<file path="config.mk">
export PLATFORM = sky130hd
export DESIGN_NAME = fle_cfg_bl_wl_loader_flat
export DESIGN_NICKNAME = d
export VERILOG_FILES = /design/src/rtl/fle_cfg_pkg.sv /design/src/rtl/fle_cfg_bl_wl_loader_if.sv /design/src/rtl/fle_cfg_phase_timer.sv /design/src/rtl/fle_cfg_bl_wl_loader.sv /design/src/flat_wrapper.sv
export SDC_FILE = /design/constraint.sdc
export NUM_CORES = 1
export LEC_CHECK = 0
export ABC_CLOCK_PERIOD_IN_PS = 7100
export BUFFER_PORTS_ARGS = -buffer_cell sky130_fd_sc_hd__buf_4
export CAP_MARGIN = 25
export CORE_MARGIN = 2
export CORE_UTILIZATION = 40
export CTS_BUF_LIST = sky130_fd_sc_hd__clkbuf_8 sky130_fd_sc_hd__clkbuf_16
export DETAILED_ROUTE_END_ITERATION = 8
export GPL_TIMING_DRIVEN = 0
export PLACE_DENSITY_LB_ADDON = 0.15
export SKIP_CTS_REPAIR_TIMING = 1
export SLEW_MARGIN = 10
export SYNTH_ARGS = -nofsm -noshare
export SYNTH_HDL_FRONTEND = slang
export SYNTH_SLANG_ARGS = --single-unit
</file>
<file path="constraint.sdc">
create_clock -name prog_clk -period 7.1 [get_ports prog_clk]
set_clock_uncertainty 0.15 [all_clocks]
set_input_delay 1.42 -clock prog_clk [delete_from_list [all_inputs] [get_ports prog_clk]]
set_output_delay 1.42 -clock prog_clk [all_outputs]
set_load 0.05 [all_outputs]
</file>
<file path="src/rtl/fle_cfg_pkg.sv">
// Shared types and sizing constants for the FLE configuration bl/wl loader.
package fle_cfg_pkg;

    localparam int NBITS   = 70;
    localparam int DW      = 8;
    localparam int GROUP   = 10;
    localparam int NWORDS  = (NBITS + DW - 1) / DW;
    localparam int NGROUPS = (NBITS + GROUP - 1) / GROUP;

    // Counter width that stays at least one bit wide for degenerate sizes.
    function automatic int cnt_w(input int n);
        return (n > 1) ? $clog2(n) : 1;
    endfunction

    localparam int WCNT_W = cnt_w(NWORDS);
    localparam int GCNT_W = cnt_w(NGROUPS);
    localparam int TMR_W  = 4;

    typedef enum logic [2:0] {
        IDLE  = 3'd0,
        LOAD  = 3'd1,
        SETUP = 3'd2,
        PULSE = 3'd3,
        HOLD  = 3'd4,
        DONE  = 3'd5
    } state_e;

endpackage

</file>
<file path="src/rtl/fle_cfg_bl_wl_loader_if.sv">
// Configuration word-stream and status bundle between a config master and the loader.
interface fle_cfg_bl_wl_loader_if #(
    parameter int DW = fle_cfg_pkg::DW
);
    logic          cfg_start;
    logic          cfg_abort;
    logic [DW-1:0] cfg_data;
    logic          cfg_valid;
    logic          cfg_ready;
    logic          cfg_busy;
    logic          cfg_done;

    modport master (
        output cfg_start, cfg_abort, cfg_data, cfg_valid,
        input  cfg_ready, cfg_busy, cfg_done
    );

    modport slave (
        input  cfg_start, cfg_abort, cfg_data, cfg_valid,
        output cfg_ready, cfg_busy, cfg_done
    );
endinterface

</file>
<file path="src/rtl/fle_cfg_phase_timer.sv">
// Loadable down-counter with zero flag, timing the SETUP/PULSE/HOLD phases.
module fle_cfg_phase_timer #(
    parameter int W = 4
) (
    input  logic         clk,
    input  logic         rst_n,
    input  logic         load_i,
    input  logic [W-1:0] load_val_i,
    output logic         zero_o
);

    logic [W-1:0] cnt_q;
    logic [W-1:0] cnt_d;

    always_comb begin
        cnt_d = cnt_q;
        if (load_i) begin
            cnt_d = load_val_i;
        end else if (cnt_q != '0) begin
            cnt_d = cnt_q - 1'b1;
        end
    end

    always_ff @(posedge clk or negedge rst_n) begin
        if (!rst_n) begin
            cnt_q <= '0;
        end else begin
            cnt_q <= cnt_d;
        end
    end

    assign zero_o = (cnt_q == '0);

endmodule

</file>
<file path="src/rtl/fle_cfg_bl_wl_loader.sv">
// Assembles a config word stream into a shadow register and programs the FLE cell in timed wl groups.
module fle_cfg_bl_wl_loader
    import fle_cfg_pkg::*;
#(
    parameter int SETUP_CYC = 1,
    parameter int PULSE_CYC = 2,
    parameter int HOLD_CYC  = 1
) (
    input  logic                     prog_clk,
    input  logic                     global_resetn,
    fle_cfg_bl_wl_loader_if.slave    cfg,
    output logic [0:NBITS-1]         bl,
    output logic [0:NBITS-1]         wl
);

    localparam logic [WCNT_W-1:0] LAST_WORD  = WCNT_W'(NWORDS - 1);
    localparam logic [GCNT_W-1:0] LAST_GROUP = GCNT_W'(NGROUPS - 1);

    state_e              state_q, state_d;
    logic [WCNT_W-1:0]   wcnt_q, wcnt_d;
    logic [GCNT_W-1:0]   gcnt_q, gcnt_d;
    logic [0:NBITS-1]    shadow_q, shadow_d;
    logic [0:NBITS-1]    wl_q, wl_d;
    logic                ready_q, busy_q, done_q;

    logic                tmr_load;
    logic [TMR_W-1:0]    tmr_val;
    logic                tmr_zero;

    fle_cfg_phase_timer #(
        .W (TMR_W)
    ) u_timer (
        .clk        (prog_clk),
        .rst_n      (global_resetn),
        .load_i     (tmr_load),
        .load_val_i (tmr_val),
        .zero_o     (tmr_zero)
    );

    always_comb begin
        state_d  = state_q;
        wcnt_d   = wcnt_q;
        gcnt_d   = gcnt_q;
        shadow_d = shadow_q;
        if ((state_q != IDLE) && cfg.cfg_abort) begin
            state_d = IDLE;
        end else begin
            case (state_q)
                IDLE: begin
                    if (cfg.cfg_start) begin
                        state_d = LOAD;
                        wcnt_d  = '0;
                    end
                end
                LOAD: begin
                    if (cfg.cfg_valid && ready_q) begin
                        // Cells past NBITS in the final word have no slot and fall away here.
                        for (int i = 0; i < NBITS; i++) begin
                            if (int'(wcnt_q) == (i / DW)) begin
                                shadow_d[i] = cfg.cfg_data[i % DW];
                            end
                        end
                        if (wcnt_q == LAST_WORD) begin
                            state_d = SETUP;
                            gcnt_d  = '0;
                        end else begin
                            wcnt_d = wcnt_q + 1'b1;
                        end
                    end
                end
                SETUP: if (tmr_zero) state_d = PULSE;
                PULSE: if (tmr_zero) state_d = HOLD;
                HOLD: begin
                    if (tmr_zero) begin
                        if (gcnt_q == LAST_GROUP) begin
                            state_d = DONE;
                        end else begin
                            gcnt_d  = gcnt_q + 1'b1;
                            state_d = SETUP;
                        end
                    end
                end
                DONE:    state_d = IDLE;
                default: state_d = IDLE;
            endcase
        end
    end

    // Every phase entry is a state change, so a change reloads the timer with that phase's length.
    always_comb begin
        tmr_load = (state_d != state_q);
        tmr_val  = '0;
        case (state_d)
            SETUP:   tmr_val = TMR_W'(SETUP_CYC - 1);
            PULSE:   tmr_val = TMR_W'(PULSE_CYC - 1);
            HOLD:    tmr_val = TMR_W'(HOLD_CYC - 1);
            default: tmr_val = '0;
        endcase
    end

    // Outputs are decoded from the next state so the registered values track the live state.
    always_comb begin
        wl_d = '0;
        for (int i = 0; i < NBITS; i++) begin
            wl_d[i] = (state_d == PULSE) && (int'(gcnt_d) == (i / GROUP));
        end
    end

    always_ff @(posedge prog_clk or negedge global_resetn) begin
        if (!global_resetn) begin
            state_q  <= IDLE;
            wcnt_q   <= '0;
            gcnt_q   <= '0;
            shadow_q <= '0;
            wl_q     <= '0;
            ready_q  <= 1'b0;
            busy_q   <= 1'b0;
            done_q   <= 1'b0;
        end else begin
            state_q  <= state_d;
            wcnt_q   <= wcnt_d;
            gcnt_q   <= gcnt_d;
            shadow_q <= shadow_d;
            wl_q     <= wl_d;
            ready_q  <= (state_d == LOAD);
            busy_q   <= (state_d != IDLE);
            done_q   <= (state_d == DONE);
        end
    end

    assign bl            = shadow_q;
    assign wl            = wl_q;
    assign cfg.cfg_ready = ready_q;
    assign cfg.cfg_busy  = busy_q;
    assign cfg.cfg_done  = done_q;

endmodule
</file>
<file path="src/flat_wrapper.sv">
// flat-port wrapper written by rule: the top's interface ports become plain ports
module fle_cfg_bl_wl_loader_flat import fle_cfg_pkg::*;
#(
    parameter int SETUP_CYC = 1,
    parameter int PULSE_CYC = 2,
    parameter int HOLD_CYC  = 1
)
  (prog_clk, global_resetn, bl, wl, cfg_cfg_start, cfg_cfg_abort, cfg_cfg_data, cfg_cfg_valid, cfg_cfg_ready, cfg_cfg_busy, cfg_cfg_done);
  fle_cfg_bl_wl_loader_if cfg_i ();
  input  logic prog_clk;
  input  logic global_resetn;
  output logic [0:NBITS-1] bl;
  output logic [0:NBITS-1] wl;
  input wire logic [$bits(cfg_i.cfg_start)-1:0] cfg_cfg_start;
  input wire logic [$bits(cfg_i.cfg_abort)-1:0] cfg_cfg_abort;
  input wire logic [$bits(cfg_i.cfg_data)-1:0] cfg_cfg_data;
  input wire logic [$bits(cfg_i.cfg_valid)-1:0] cfg_cfg_valid;
  output wire logic [$bits(cfg_i.cfg_ready)-1:0] cfg_cfg_ready;
  output wire logic [$bits(cfg_i.cfg_busy)-1:0] cfg_cfg_busy;
  output wire logic [$bits(cfg_i.cfg_done)-1:0] cfg_cfg_done;
  assign cfg_i.cfg_start = cfg_cfg_start;
  assign cfg_i.cfg_abort = cfg_cfg_abort;
  assign cfg_i.cfg_data = cfg_cfg_data;
  assign cfg_i.cfg_valid = cfg_cfg_valid;
  assign cfg_cfg_ready = cfg_i.cfg_ready;
  assign cfg_cfg_busy = cfg_i.cfg_busy;
  assign cfg_cfg_done = cfg_i.cfg_done;
  fle_cfg_bl_wl_loader #(.SETUP_CYC(SETUP_CYC), .PULSE_CYC(PULSE_CYC), .HOLD_CYC(HOLD_CYC)) u_core (.prog_clk(prog_clk), .global_resetn(global_resetn), .cfg(cfg_i), .bl(bl), .wl(wl));
endmodule
</file>
---- Word-level counts from Yosys, hierarchy flattened ----
Index checks and enable logic that the tools add are counted.
Widths: inputs -> output; s select.
storage, ports and cells
  bits in registers ....................... 148
  output and inout bits ................... 143
  logic and storage cells ................. 98
operators by class
  add/sub/neg operators ................... 3
  equality and inequality tests ........... 27
  multiplexer cells ....................... 22
  bitwise logic cells ..................... 1
  reductions and logical operators ........ 28
operators by type and width
  kind                 count
  $mux 3               13
  $reduce_and 4->1     9
  $eq 4x4->1 const B   6
  $eq 3x3->1 const B   7
  $mux 4               5
  $eq 3x2->1 const B   5
  $pmux 3 s5           1
  $logic_and 1x1->1    9
  $eq 4x3->1 const B   2
  $logic_not 4->1      2
  $pmux 4 s2           1
  $eq 3x1->1 const B   2
  $logic_not 3->1      2
  $pmux 3 s2           1
  $reduce_bool 3->1    2
  $reduce_and 5->1     1
  $add 4x1->4 const B  1
  $eq 4x2->1 const B   1
  $ne 2x2->1 const B   2
  $reduce_bool 2->1    2
  $reduce_bool 4->1    1
  $sub 4x1->4 const B  1
  $add 3x1->3 const B  1
  $ne 3x3->1           1
  3 further kinds      3

---- Depth between registers and ports, before layout ----
Gate-level depths: netlist of the first run.
  depth after elaboration ................. 8
  gate-level depth with buffers ........... 9
  depth with buffers taken out ............ 8

---- Hierarchy ----
From an unflattened synthesis of the first run, not the netlist that was laid out.
unflattened totals
  cell total of the unflattened synthesis .. 370
  area, all modules ....................... 4611.9 um2
modules (own cells, without submodules)
  module                instances  cells each  area an instance (um2)
  fle_cfg_bl_wl_loader  1          348         4377.9
  fle_cfg_phase_timer   1          22          234.0

---- Worst setup path after synthesis of the first run ----
OpenSTA, ideal clock, no wires.
  path kind ............................... in2reg
  start point ............................. input port cfg_cfg_abort
  end point ............................... register u_core.shadow_q (netlist bit u_core.bl[38])
  setup time .............................. 128 ps
  data arrival time ....................... 2864 ps
  required time ........................... 6822 ps
  slack ................................... 3958 ps
  cell stages on the path ................. 5
  cells stage by stage .................... clkbuf_1 or3_4 nor3b_4 nand2_4 mux2_1
on the way
  longest elaborated chain between the ends .. 3
ends and longest elaborated chain
  what                        line                         source
  start, declared             flat_wrapper.sv:15           input wire logic [$bits(cfg_i.cfg_abort)-1:0] cfg_cfg_abort;
  $logic_and 1x1->1           fle_cfg_bl_wl_loader.sv:45   if ((state_q != IDLE) && cfg.cfg_abort) begin
  $not 1->1 (no line)         --
  $reduce_and 4->1 (no line)  --
  end signal, assigned        fle_cfg_bl_wl_loader.sv:123  shadow_q <= shadow_d;
  end, declared               fle_cfg_bl_wl_loader.sv:22   logic [0:NBITS-1] shadow_q, shadow_d;
No other way between the ends.
A chain may end at the register's enable or synchronous reset.

---- Worst setup path after layout of the first run ----
Same ends and word-level chain as after synthesis.

==> results of run 1 <==
-- report_power, final --
part	switching [mW]	internal (mW)	total [mW]
combinational	0.435	0.219	0.653
sequential	0.0513	0.617	0.669
clock	0.201	0.364	0.565
-- layout by cell type (no fill, tap or decap), drive strengths merged, types with 2 or more instances in the layout --
master / n
a21o: 3
a21oi: 6
a31oi: 3
buf: 220
bufinv: 3
clkbuf: 14
dfrtp: 94
ha: 7
inv: 11
mux2: 70
mux2i: 3
nand2: 14
nand2b: 2
nand3: 3
nand3b: 2
nand4: 2
nor2: 10
nor2b: 2
nor3: 10
nor3b: 7
o21ai: 3
o31ai: 2
or2: 3
or3: 4
or3b: 5
xor2: 3
-- worst max-delay path, stage by stage --
cell	delay, ns
clkbuf_1	0.20
or3_4	0.47
nor3b_4	0.47
nand2_4	0.19
mux2_1	0.35
-- cell usage after synthesis, types with 3 or more instances --
cell / number / area (µm²)
nand3_1: 3 / 15.01
nand2_1: 10 / 37.54
a31oi_1: 3 / 18.77
a21oi_1: 6 / 30.03
mux2_2: 69 / 777.0
a21o_1: 3 / 22.52
ha_1: 7 / 87.58
or3_1: 3 / 18.77
dfrtp_1: 94 / 2352
or2_2: 3 / 18.77
nor2_1: 10 / 37.54
inv_1: 9 / 33.78
buf_4: 63 / 473.0
mux2i_1: 3 / 30.03
nand2_4: 4 / 45.04
xor2_1: 3 / 26.28
nor3b_1: 6 / 45.04
nor3_1: 9 / 45.04
-- layer usage --
| layer | GRT usage (%) | share of wire [%] | wire (µm) | up-vias |
|---|---|---|---|---|
| li1 | - | - | - | 1517 |
| met1 | 21.81 | 40 | 4229 | 1601 |
| met2 | 30.02 | 50 | 5233 | 119 |
| met4 | 6.786 | 1.9 | 199 | 0 |
| met5 | 0 | 0 | 0 | - |
| met3 | 5.056 | 8.3 | 878 | 13 |
-- state kept, by name, indices dropped and copies added (netlist names) --
register / flops
u_core.bl: 70
u_core.cfg.cfg_busy: 1
u_core.cfg.cfg_done: 1
u_core.cfg.cfg_ready: 1
u_core.gcnt_q: 3
u_core.state_q: 3
u_core.u_timer.cnt_q: 4
u_core.wcnt_q: 4
u_core.wl: 7
-- through the flow --
stage / setup WS (ns) / hold slack, ns / utilization, %
global route: 3.878 / 0.3664 / 56.93
floorplan: 3.958 / 0.3716 / -
global placement: 3.742 / 0.3296 / 53.49
CTS: 4.050 / 0.3553 / 56.93
detailed placement: 3.686 / 0.3409 / 53.67
finish: 4.054 / 0.3536 / 56.93
-- how the worst max path moves through the flow --
stage	startpoint	endpoint	cells past startpoint	slack, ns
final	cfg_cfg_abort	u_core.bl[38]	5	4.05
after global routing	u_core.u_timer.cnt_q[0]	u_core.wl[30]	7	3.88
after CTS	cfg_cfg_abort	u_core.bl[38]	5	4.05
after detailed placement	cfg_cfg_abort	u_core.bl[38]	5	3.69
after global placement	cfg_cfg_abort	u_core.bl[38]	5	3.74
after floorplan	cfg_cfg_abort	u_core.bl[38]	5	3.96
-- logic make-up (layout without fill, tap and decap cells) --
kind of cell / after synthesis / after routing / share of synthesized area [%]
buf+inv: 78 / 249 / 11.80
simple gates: 71 / 71 / 10.25
mux: 73 / 73 / 18.11
fa+ha+maj: 8 / 8 / 2.160
xor+xnor: 4 / 4 / 0.7756
compound gates: 28 / 28 / 4.847
flops: 94 / 94 / 52.06
-- area by class of cell --
cell class / count / area [µm²]
Tap cell: 140 / 175.2
Clock buffer: 11 / 252.7
Sequential cell: 94 / 2352
Inverter: 10 / 37.54
Fill cell: 934 / 4710
Multi-Input combinational cell: 184 / 1633
Buffer: 68 / 495.5
Timing Repair Buffer: 155 / 1176
Clock inverter: 5 / 103.9
==> run_results.csv, run 1 <==
group,metric,value,unit
layout,n_antenna_cell,0,
critical_path,cp.arrival,3.11,ns
sta,tns,0,ns
place,hpwl,7807,µm
global_routing,grt_pass1_wl,16290,µm
routing,dr.pass1.iters,4,
synth,synth_edf_count,0,
routing,wl_per_cell,15.80,µm
routing,wirelength,10540,µm
clock_network,cts_max_level,3,
sta,hold_violations,0,
critical_path,reg2reg_from,"u_core.u_timer.cnt_q[0]",
run,maxCapViolations,0,
synth,syn_area,4518,µm²
critical_path,r2r-end,"u_core.wl[30]",
critical_path,rr_worst_depth,7,
hold_path,whs_path_depth,1,
layout,fin_nets,542,
sta,timing.final.crit_share,42.91,%
run_status,outcome,"finished, final reports clean",
sta,tightest_slew,0.8302,ns
place,place_area,5869,µm²
die,ios,156,
layout,final_area,6226,µm²
sta,max_clock_freq,0.3283,GHz
critical_path,end_kind,"flip-flop",
synth,synthArstFlopShare,100.0,%
synth,synth-main-ff-cell,"dfrtp_1",
synth,synth_seq_area_share,52.06,%
clock_network,cts_made_buffers,9,
routing,drtIter0Drc,155,
die,chipWidth,110.3,µm
clock_network,root_buffer,"clkbuf_16",
die,dieArea,12160,µm²
global_routing,grt_max_degree,55,
synth,yosysWarnings,0,
global_routing,antenna_found_initial,0,
die,fp.dieH,110.3,µm
synth,yosys_register_bits,94,
routing,drc_errors,0,
layout,syn_to_final_growth,37.80,%
die,core_area,10940,µm²
routing,ant_nets,0,
synth,yosys.cell_types.count,56,
clock_network,insertion_delay,0.34,ns
routing,num_vias,3250,
place,gp_congestion,0.8891,
layout,layout.cells.non_filler,667,
hold_path,min_to,"u_core.bl[38]",
power_and_ir_drop,leakage,3.426,nW
sta,report.final.slew_viol_count,0,
critical_path,cp-start-kind,"primary input",
global_routing,grt_usage,17.85,%
clock_network,clk_pin_slew,0.06,ns
sta,setup_viol,0,
layout,layout-drive-gt1-share,61.48,%
sta,maxSlewHeadroom,44.53,%
sta,fin_crit,3.046,ns
synth,synthCells,356,
clock_network,clock-sinks,94,
clock_network,clock_path_buffers,2,
place,port_buffers,154,
critical_path,r2r_slack,4.15,ns
synth,mappedNetlistNets,376,
hold_path,hold_path_class,"reg -> reg",
place,dp.cells,651,
critical_path,crit_required,7.17,ns
power_and_ir_drop,pwr_density_cell,303.1,nW/µm²
synth,avgSynthCellArea,12.69,µm²
sta,grt_setup_unrepaired,"false",
global_routing,grt_pass1_vias,3083,
die,placementRows,38,
power_and_ir_drop,totalPowerFinal,1.887,mW
clock_network,cts_tree,"built",
global_routing,grt_overflow,0,
power_and_ir_drop,vdd_drop_max,0.1814,mV
critical_path,critical_path_class,"in -> reg",
die,initial_utilization,41.32,%
routing,vias_per_cell,4.873,
critical_path,path_max_fanout,9,
hold_path,min_from,"u_core.bl[38]",
Note: power is estimated with default switching activity, not from simulation.
==> run 2: changes to the inputs <==
--- a/config.mk
+++ b/config.mk
@@ -5,7 +5,8 @@
 export SDC_FILE = /design/constraint.sdc
 export NUM_CORES = 1
 export LEC_CHECK = 0
-export ABC_CLOCK_PERIOD_IN_PS = 7100
+export ABC_AREA = 1
+export ABC_CLOCK_PERIOD_IN_PS = 2500
 export BUFFER_PORTS_ARGS = -buffer_cell sky130_fd_sc_hd__buf_4
 export CAP_MARGIN = 25
 export CORE_MARGIN = 2
==> constraint.sdc (replaced) <==
create_clock -name prog_clk -period 2.5 [get_ports prog_clk]
set_clock_uncertainty 0.15 [all_clocks]
set_input_delay 0.5 -clock prog_clk [delete_from_list [all_inputs] [get_ports prog_clk]]
set_output_delay 0.5 -clock prog_clk [all_outputs]
set_load 0.05 [all_outputs]
==> run 2 against run 1 <==
  * Cell count grew 17%
  * Sequential cell count is the same
  * Non-clock buffer count grew 5
  * Power grew to 3.0 times the previous value
  * Clock power grew 74%
  * Largest power group is now combinational cells
  * Highest routed layer unchanged
==> run_results.csv, run 2 <==
group,metric,value,unit
run_status,outcome,"finished, final reports clean",
critical_path,critical_path_class,"reg -> reg",
layout,syn_to_final_growth,34.91,%
hold_path,hold_path_class,"in -> async",
global_routing,grt_pass1_wl,16570,µm
sta,maxSlewHeadroom,53.05,%
routing,wirelength,10630,µm
critical_path,cp_cell_sequence,"inv_1, ha_2, nand3_1, nor2_1, nand2_1, nand3_1, nand2_1, nor2_2, nand3_2, nor2_1",
synth,synth_edf_count,0,
global_routing,grt_pass1_vias,3307,
power_and_ir_drop,pwr_density_cell,958.7,nW/µm²
routing,wl_per_cell,13.63,µm
clock_network,cts_made_buffers,9,
layout,fin_nets,655,
routing,ant_nets,0,
power_and_ir_drop,p_comb_share,46.3,%
routing,vias_per_cell,4.542,
power_and_ir_drop,leakage,3.278,nW
synth,muxShareOfSynthArea,0,%
sta,report.final.slew_viol_count,0,
synth,yosys_register_bits,94,
routing,wl_met1,4487,µm
die,chipWidth,109.5,µm
layout,mostFrequentLayoutCell,"buf_4",
die,placementRows,38,
critical_path,path_max_fanout,4,
place,hpwl,7861,µm
sta,fin_crit,2.231,ns
critical_path,cp-start-kind,"flip-flop",
critical_path,crit_required,2.63,ns
synth,synthSimpleGateAreaFrac,20.76,%
global_routing,grt_overflow,0,
synth,synth_area_leaders,"dfrtp_1, buf_4, nand2_1",
critical_path,cp_top_family,"simple AND/OR/NAND/NOR gates",
sta,tns,0,ns
synth,synth-main-ff-cell,"dfrtp_1",
critical_path,r2r-end,"u_core.wl[30]",
critical_path,cp.arrival,2.36,ns
die,core_area,10840,µm²
critical_path,cp.buffers_inverters,1,
synth,yosysTopAreaCell,"dfrtp_1",
routing,drc_errors,0,
critical_path,crit_path_max_incr_delay,0.44,ns
sta,tightest_slew,0.7016,ns
sta,grt_setup_unrepaired,"false",
critical_path,r2r_slack,0.27,ns
clock_network,insertion_delay,0.36,ns
layout,n_antenna_cell,0,
critical_path,crit_slowest_cell,"dfrtp_1",
clock_network,clock_path_buffers,2,
synth,yosys.cell_types.count,27,
power_and_ir_drop,p_int,3.024,mW
clock_network,clk_pin_slew,0.11,ns
synth,synthArstFlopShare,100.0,%
synth,synth_seq_area_share,52.88,%
power_and_ir_drop,totalPowerFinal,5.753,mW
layout,final_area,6001,µm²
global_routing,grt_max_degree,55,
clock_network,clock-sinks,94,
layout,fin_util,55.36,%
synth,synth_top_cell_area_share,52.88,%
die,dieArea,11980,µm²
place,gp_congestion,0.8642,
power_and_ir_drop,vdd_drop_max,1.005,mV
routing,dr_wl_met2,5239,µm
routing,met3_length,825,µm
synth,synth_top_family_by_area,"simple AND/OR/NAND/NOR gates",
synth,avgSynthCellArea,9.504,µm²
power_and_ir_drop,p_sw,2.729,mW
routing,drtIter0Drc,218,
layout,largest_reg_flops,70,
critical_path,rr_worst_depth,10,
routing,dr.pass1.iters,4,
clock_network,cts_tree,"built",
synth,yosys-top-cells-count,"nand2_1, dfrtp_1, o21ai_0",
synth,yosysWarnings,0,
critical_path,reg2reg_from,"u_core.wcnt_q[0]",
power_and_ir_drop,pwr-share-clk,17.1,%
critical_path,end_kind,"flip-flop",
layout,layout-drive-gt1-share,43.28,%
power_and_ir_drop,swShare,47.44,%
synth,syn_area,4448,µm²
global_routing,grt_usage,17.79,%
routing,top_layer,"met4",
sta,timing.final.crit_share,89.25,%
synth,synthAdderAreaFrac,1.969,%
die,initial_utilization,41.03,%
synth,synth_xor_area_share,0.5907,%
power_and_ir_drop,seqPwrFrac,36.7,%
place,port_buffers,155,
run,maxCapViolations,0,
synth,yosysMostFrequentCell,"nand2_1",
global_routing,antenna_found_initial,0,
sta,setup_viol,0,
place,place_area,5807,µm²
clock_network,cts_max_level,3,
die,ios,156,
sta,hold_violations,0,
synth,synth_compound_area_share,9.367,%
die,fp.dieH,109.5,µm
routing,num_vias,3543,
sta,max_clock_freq,0.4482,GHz
clock_network,root_buffer,"clkbuf_8",
layout,layout_common_cells,"buf_4, nand2_1, dfrtp_1",
synth,mappedNetlistNets,488,
synth,synthCells,468,
## run 2: changes by cell type after synthesis, moves of 11 or more
| cell | previous run | this run |
|---|---|---|
| inv_1 | 9 | 26 |
| mux2_2 | 69 | 0 |
| nand2_1 | 10 | 111 |
| nand3_1 | 3 | 15 |
| nor2_1 | 10 | 21 |
| o21ai_0 | 2 | 67 |
## run 2: layout make-up
class | instances | area [µm²]
Fill cell | 991 | 4840
Sequential cell | 94 | 2352
Multi-Input combinational cell | 270 | 1456
Timing Repair Buffer | 156 | 1184
Buffer | 72 | 516.7
Tap cell | 140 | 175.2
Clock buffer | 10 | 137.6
Inverter | 32 | 125.1
Clock inverter | 6 | 53.80
## run 2: cells by family (layout without fill, tap and decap cells)
group | Yosys count | in the layout
AND/OR/NAND/NOR | 179 | 179
buffers and inverters | 104 | 276
AO/OA/AOI/OAI | 81 | 81
adder cells (fa/ha/maj) | 7 | 7
XOR/XNOR | 3 | 3
flip-flops | 94 | 94
## run 2: worst max-delay path by stage
stage	start	end	slack, ns	cells after the start
6_report	u_core.wcnt_q[0]	u_core.wl[30]	0.27	10
5_1_grt	u_core.wcnt_q[0]	u_core.wl[30]	0.04	10
4_1_cts	u_core.wcnt_q[0]	u_core.wl[30]	0.18	10
3_5_place_dp	u_core.wcnt_q[0]	u_core.wl[30]	0.23	10
3_3_place_gp	u_core.wcnt_q[0]	u_core.wl[30]	0.25	10
2_1_floorplan	u_core.cfg.cfg_ready	u_core.wcnt_q[3]	0.53	8
## run 2: per-layer routing
layer	vias up	global-route usage, %
met5	-	0
li1	1777	-
met2	121	30.34
met3	8	5.394
met1	1637	22.38
met4	0	3.797
## run 2: power groups by stage
stage,clock network [mW],logic [mW],registers (mW)
2_1_floorplan,0,0.833,3.17
3_3_place_gp,0,2.64,2.12
3_5_place_dp,0,2.68,2.13
4_1_cts,1.01,2.68,2.11
5_1_grt,1.08,2.86,2.15
6_report,0.983,2.66,2.11
## run 2: per-stage QoR
stage / hold slack, ns / instances / worst slack [ns]
final: 0.01852 / 780 / 0.2687
after global routing: 0.06366 / 780 / 0.03528
after CTS: 0.04910 / 780 / 0.1819
after detailed placement: 0.3243 / 764 / 0.2275
after global placement: 0.3191 / 763 / 0.2540
after floorplan: 0.05441 / 468 / 0.5262
